`src/rtl/div_unit_pkg.sv`:
```
// Shared definitions for the iterative HI/LO divider: state encodings and
// the constants used by div_unit and its single-iteration step.
package div_unit_pkg;

   localparam int DIV_WIDTH = 32;

   // Every quotient bit is set on divide-by-zero, whatever WIDTH is.
   localparam logic DIV_ZERO_QUO_BIT = 1'b1;

   typedef enum logic [1:0] {
      DivIdle = 2'd0,
      DivZero = 2'd1,
      DivBusy = 2'd2,
      DivDone = 2'd3
   } div_state_e;

endpackage

```
`src/rtl/div_unit_step.sv`:
```
// One restoring-division iteration: shift {rem, quo} left, then try to
// subtract the divisor magnitude from the remainder half.
module div_unit_step
   import div_unit_pkg::*;
#(
   parameter int WIDTH = DIV_WIDTH
) (
   input  logic [2*WIDTH-1:0] acc_i,
   input  logic [WIDTH-1:0]   divisor_i,
   output logic [2*WIDTH-1:0] acc_o
);

   logic [WIDTH:0]   upper;
   logic [WIDTH-1:0] diff;
   logic             fits;

   always_comb begin
      // Upper half after the shift keeps the bit shifted out of the remainder.
      upper = acc_i[2*WIDTH-1:WIDTH-1];
      fits  = upper >= {1'b0, divisor_i};
      diff  = upper[WIDTH-1:0] - divisor_i;
      acc_o = {(fits ? diff : upper[WIDTH-1:0]), acc_i[WIDTH-2:0], fits};
   end

endmodule

```
`src/rtl/div_unit.sv`:
```
// Radix-2 restoring divider for DIV/DIVU: quotient to LO, remainder to HI,
// with a one-cycle write strobe and a pipeline stall while busy.
module div_unit
   import div_unit_pkg::*;
#(
   parameter int WIDTH = DIV_WIDTH
) (
   input  logic             clk,
   input  logic             rst,
   input  logic             start_i,
   input  logic             signed_i,
   input  logic             cancel_i,
   input  logic [WIDTH-1:0] opdata1_i,
   input  logic [WIDTH-1:0] opdata2_i,
   output logic [WIDTH-1:0] hi_o,
   output logic [WIDTH-1:0] lo_o,
   output logic             ready_o,
   output logic             stallreq_o
);

   localparam int CNT_W = $clog2(WIDTH);

   div_state_e         state_q, state_d;
   logic [CNT_W-1:0]   cnt_q, cnt_d;
   logic [2*WIDTH-1:0] acc_q, acc_d, step_acc;
   logic [WIDTH-1:0]   dvsr_q, dvsr_d, dvnd_q, dvnd_d;
   logic [WIDTH-1:0]   hi_q, hi_d, lo_q, lo_d;
   logic               neg_quo_q, neg_quo_d, neg_rem_q, neg_rem_d;

   function automatic logic [WIDTH-1:0] magnitude(input logic [WIDTH-1:0] v,
                                                  input logic is_signed);
      return (is_signed && v[WIDTH-1]) ? -v : v;
   endfunction

   function automatic logic [WIDTH-1:0] apply_sign(input logic [WIDTH-1:0] v,
                                                   input logic neg);
      return neg ? -v : v;
   endfunction

   div_unit_step #(.WIDTH(WIDTH)) u_step (
      .acc_i     (acc_q),
      .divisor_i (dvsr_q),
      .acc_o     (step_acc)
   );

   always_comb begin
      state_d    = state_q;
      cnt_d      = cnt_q;
      acc_d      = acc_q;
      dvsr_d     = dvsr_q;
      dvnd_d     = dvnd_q;
      neg_quo_d  = neg_quo_q;
      neg_rem_d  = neg_rem_q;
      hi_d       = hi_q;
      lo_d       = lo_q;
      ready_o    = 1'b0;
      stallreq_o = 1'b0;

      case (state_q)
         DivIdle: begin
            stallreq_o = start_i;
            if (start_i) begin
               acc_d     = {{WIDTH{1'b0}}, magnitude(opdata1_i, signed_i)};
               dvsr_d    = magnitude(opdata2_i, signed_i);
               dvnd_d    = opdata1_i;
               neg_quo_d = signed_i & (opdata1_i[WIDTH-1] ^ opdata2_i[WIDTH-1]);
               neg_rem_d = signed_i & opdata1_i[WIDTH-1];
               cnt_d     = '0;
               state_d   = (opdata2_i == '0) ? DivZero : DivBusy;
            end
         end
         DivZero: begin
            stallreq_o = 1'b1;
            lo_d       = {WIDTH{DIV_ZERO_QUO_BIT}};
            hi_d       = dvnd_q;
            state_d    = DivDone;
         end
         DivBusy: begin
            stallreq_o = 1'b1;
            acc_d      = step_acc;
            cnt_d      = cnt_q + CNT_W'(1);
            if (cnt_q == CNT_W'(WIDTH - 1)) begin
               lo_d    = apply_sign(step_acc[WIDTH-1:0], neg_quo_q);
               hi_d    = apply_sign(step_acc[2*WIDTH-1:WIDTH], neg_rem_q);
               state_d = DivDone;
            end
         end
         DivDone: begin
            ready_o = 1'b1;
            state_d = DivIdle;
         end
         default: state_d = DivIdle;
      endcase

      // A flush wins over everything, including a start in the same cycle.
      if (cancel_i) begin
         state_d    = DivIdle;
         hi_d       = hi_q;
         lo_d       = lo_q;
         ready_o    = 1'b0;
         stallreq_o = 1'b0;
      end
      if (rst) begin
         ready_o    = 1'b0;
         stallreq_o = 1'b0;
      end
   end

   always_ff @(posedge clk) begin
      if (rst) begin
         state_q <= DivIdle;
         cnt_q   <= '0;
         hi_q    <= '0;
         lo_q    <= '0;
      end else begin
         state_q <= state_d;
         cnt_q   <= cnt_d;
         hi_q    <= hi_d;
         lo_q    <= lo_d;
      end
   end

   always_ff @(posedge clk) begin
      acc_q     <= acc_d;
      dvsr_q    <= dvsr_d;
      dvnd_q    <= dvnd_d;
      neg_quo_q <= neg_quo_d;
      neg_rem_q <= neg_rem_d;
   end

   assign hi_o = hi_q;
   assign lo_o = lo_q;

endmodule
```
`config.mk`:
```
export PLATFORM = sky130hd
export DESIGN_NAME = div_unit
export DESIGN_NICKNAME = d
export VERILOG_FILES = /design/src/rtl/div_unit_pkg.sv /design/src/rtl/div_unit_step.sv /design/src/rtl/div_unit.sv
export SDC_FILE = /design/constraint.sdc
export NUM_CORES = 1
export LEC_CHECK = 0
export CAP_MARGIN = 20
export CORE_MARGIN = 4
export CORE_UTILIZATION = 35
export CTS_BUF_LIST = sky130_fd_sc_hd__clkbuf_4 sky130_fd_sc_hd__clkbuf_8 sky130_fd_sc_hd__clkbuf_16
export CTS_CLUSTER_SIZE = 40
export DETAILED_ROUTE_END_ITERATION = 10
export GPL_ROUTABILITY_DRIVEN = 1
export PLACE_DENSITY = 0.54
export SLEW_MARGIN = 20
export SYNTH_ARGS = -nofsm -noshare
export SYNTH_HDL_FRONTEND = slang
export SYNTH_SLANG_ARGS = --single-unit
export TNS_END_PERCENT = 30
```
`constraint.sdc`:
```
create_clock -name clk -period 5.05 [get_ports clk]
set_input_delay 0.7575 -clock clk [delete_from_list [all_inputs] [get_ports clk]]
set_output_delay 0.7575 -clock clk [all_outputs]
set_load 0.02 [all_outputs]
```
==> flow_metrics.env <==
export IMPL_outcome="finished clean"
export IMPL_fin_tns_setup_ns=0
export IMPL_h_tree_depth=1
export IMPL_yosys_register_bits=201
export IMPL_finalSetupViolCount=0
export IMPL_fin_util_pct=42.7
export IMPL_fin_skew_ns=0.0165
export IMPL_clkLatencyLatePin_ns=0.53
export IMPL_drc=0
export IMPL_postPlaceCellArea_sq_um=14400
export IMPL_fin_total_pwr_mw=5.20
export IMPL_postCtsHoldBufs=0
export IMPL_grt_pass1_vias=10377
export IMPL_cp_required_ns=5.42
export IMPL_track_usage_pct=18.1
export IMPL_start_util_pct=35.8
export IMPL_dp_hpwl_mm=28.0
export IMPL_cts_tree="built"
export IMPL_rows=69
export IMPL_setup_slack_ns=0.389
export IMPL_whs_ns=0.493
export IMPL_ys_seq_area_share_pct=41.6
export IMPL_yosysUniqueCellTypes=93
export IMPL_internal_power_mw=3.55
export IMPL_reg2reg_setup_slack_ns=0.39
export IMPL_grt_remaining_overflow=0
export IMPL_via_count=10655
export IMPL_yosys_area_top_type="edfxtp_1"
export IMPL_cp_start_kind="flop"
export IMPL_cts_buffer_depth=3
export IMPL_crit_arrival_ns=5.03
export IMPL_critPathKind="reg -> reg"
export IMPL_die_area_sq_um=39700
export IMPL_synthArstFlopShare_pct=0
export IMPL_synth_area_sq_um=12800
export IMPL_antenna_found_initial=1
export IMPL_clkTransAtPathRegs_ns=0.06
export IMPL_max_cap_violations=0
export IMPL_yosysTopAreaCellShare_pct=30.5
export IMPL_die_h_um=199
export IMPL_grt_max_degree=72
export IMPL_cp_max_fo=9
export IMPL_pwr_share_clk_pct=34.7
export IMPL_postSynthAreaPerCell_sq_um=9.14
export IMPL_pwr_share_comb_pct=26.6
export IMPL_wirelength_mm=37.1
export IMPL_io_pins=135
export IMPL_max_freq_mhz=215
export IMPL_tightestPinTransition_ns=0.956
export IMPL_synthCells=1402
export IMPL_ir_drop_mv=0.245
export IMPL_die_w_um=199
export IMPL_pre_cts_ws_ns=0.256
export IMPL_p_seq_share_pct=38.6
export IMPL_finalCriticalPeriod_ns=4.66
export IMPL_final_cell_area_sq_um=15300
export IMPL_portBuffers=134
export IMPL_cts_buffers=24
export IMPL_hold_class="reg -> reg"
export IMPL_switching_share_pct=31.8
export IMPL_clock_sink_count=201
export IMPL_syn_num_nets=1514
export IMPL_area_growth_syn_to_layout_pct=19.5
export IMPL_final_max_slew_violation_count=0
export IMPL_dpl_cell_count=1940
export IMPL_synth_edf_count=130
export IMPL_yosys_top_cells_area="edfxtp_1 30%, dfxtp_1 11%, nor2_1 5.0%"
export IMPL_drt_wirelength_per_cell_um=18.7
export IMPL_gp_congestion=0.871
export IMPL_switchingPower_mw=1.65
export IMPL_vias_per_cell=5.37
export IMPL_drive_gt1_share_pct=6.70
export IMPL_drt_iter0_drc=567
export IMPL_finalHoldViolCount=0
export IMPL_power_density_nw_per_um2=340
export IMPL_slew_headroom_pct=36.3
export IMPL_worstSetupEndpointType="flop"
export IMPL_firstDrtPassIters=5
export IMPL_ys_flop_type="edfxtp_1"
export IMPL_layout_cells_non_filler=1984
export IMPL_yosys_warnings=0
export IMPL_grt_pass1_wl_mm=57.7
export IMPL_fin_crit_sh_pct=92.3
export IMPL_detail_route_antenna_nets=0
export IMPL_cts_root_buffer="clkbuf_16"
export IMPL_nNetsFinal=1617
export IMPL_core_area_sq_um=35800
export IMPL_leakagePower_nw=5.43
[cell families after synthesis]
family / Yosys count / synth area share (%)
buffers and inverters: 137 / 5.20
adder cells (fa/ha/maj): 43 / 4.26
AO/OA/AOI/OAI: 358 / 18.3
XOR/XNOR: 132 / 9.03
flip-flops: 201 / 41.6
multiplexers: 35 / 2.75
AND/OR/NAND/NOR: 496 / 18.9
[path summary, 6_finish.rpt]
kind / start / endpoint / cells past startpoint
setup / recovery: acc_q[45] / hi_o[30] / 16
hold / removal: hi_o[1] / hi_o[1] / 2
setup reg to reg: acc_q[45] / hi_o[30] / 16
hold reg to reg: hi_o[1] / hi_o[1] / 2
[flip-flops by register name, summed over array words and instances (netlist names)]
signal,cells
dvsr_q,32
hi_o,32
dvnd_q,32
cnt_q,5
acc_q,64
neg_quo_q,1
lo_o,32
neg_rem_q,1
state_q,2
[critical path: stages (launching register included)]
cell and delay, ns:
edfxtp_1 0.45, ha_1 0.48, nand4_1 0.22, nor4_2 0.36
o21ai_1 0.25, a211o_2 0.40, nand3_2 0.16, nand2_1 0.07
o21ai_0 0.14, ha_2 0.30, nand2_1 0.16, nor4_2 0.34
a41o_1 0.23, nand4_1 0.25, nor4b_2 0.35, mux2i_1 0.26
a221oi_2 0.09
[layout make-up]
class,count,area [sq um]
antenna,1,2.50
clock inverter,14,178
tap,461,577
timing repair buffer,153,1480
sequential,201,5330
clock buffer,29,644
inverter,61,230
multi-input combinational,1064,6870
fill,3520,20500
[cell usage in the layout, fill, tap and decap left out, types with 31 or more instances in the layout]
| master | count |
|---|---|
| nor2_1 | 169 |
| nand2_1 | 133 |
| clkdlybuf4s50_1 | 133 |
| edfxtp_1 | 130 |
| o21ai_0 | 94 |
| a21oi_1 | 82 |
| dfxtp_1 | 71 |
| xor2_1 | 70 |
| xnor2_1 | 62 |
| inv_1 | 59 |
| a211oi_1 | 56 |
| ha_1 | 38 |
| mux2i_1 | 33 |
| nor3_1 | 31 |
[power groups by stage]
stage	registers [mW]	logic, mW	clock network [mW]
2_1_floorplan	2.03	0.985	0
3_3_place_gp	2.04	1.38	0
3_5_place_dp	2.04	1.38	0
4_1_cts	2.01	1.39	1.86
5_1_grt	2.03	1.54	1.92
6_report	2.01	1.39	1.81
[metal layers]
metal,GRT usage [%],vias to the layer above,routed length (um)
met1,24.8,5087,17200
met4,4.20,0,733
met3,2.04,36,1350
li1,-,5332,-
met2,30.9,200,17900
met5,0,-,0
[synth_stat cells (8+ instances only)]
master,n
a211oi_1,56
a21o_1,8
a21oi_1,82
a31oi_1,11
and2_1,14
and3_1,12
buf_2,9
buf_6,13
clkbuf_1,44
dfxtp_1,71
edfxtp_1,130
ha_1,42
inv_1,60
mux2i_1,33
nand2_1,133
nand2b_1,10
nand3_1,15
nand4_1,15
nor2_1,170
nor3_1,31
nor4_1,24
o211ai_1,9
o21ai_0,94
o31ai_1,24
o41ai_1,11
or3_1,12
or4_1,9
xnor2_1,62
xor2_1,70
[repair_timing]
item	CTS	global route
setup endpoints to repair	0	14
gates resized for setup	0	7
setup buffers	0	0
No activity file was read; power rests on OpenSTA's default activity.
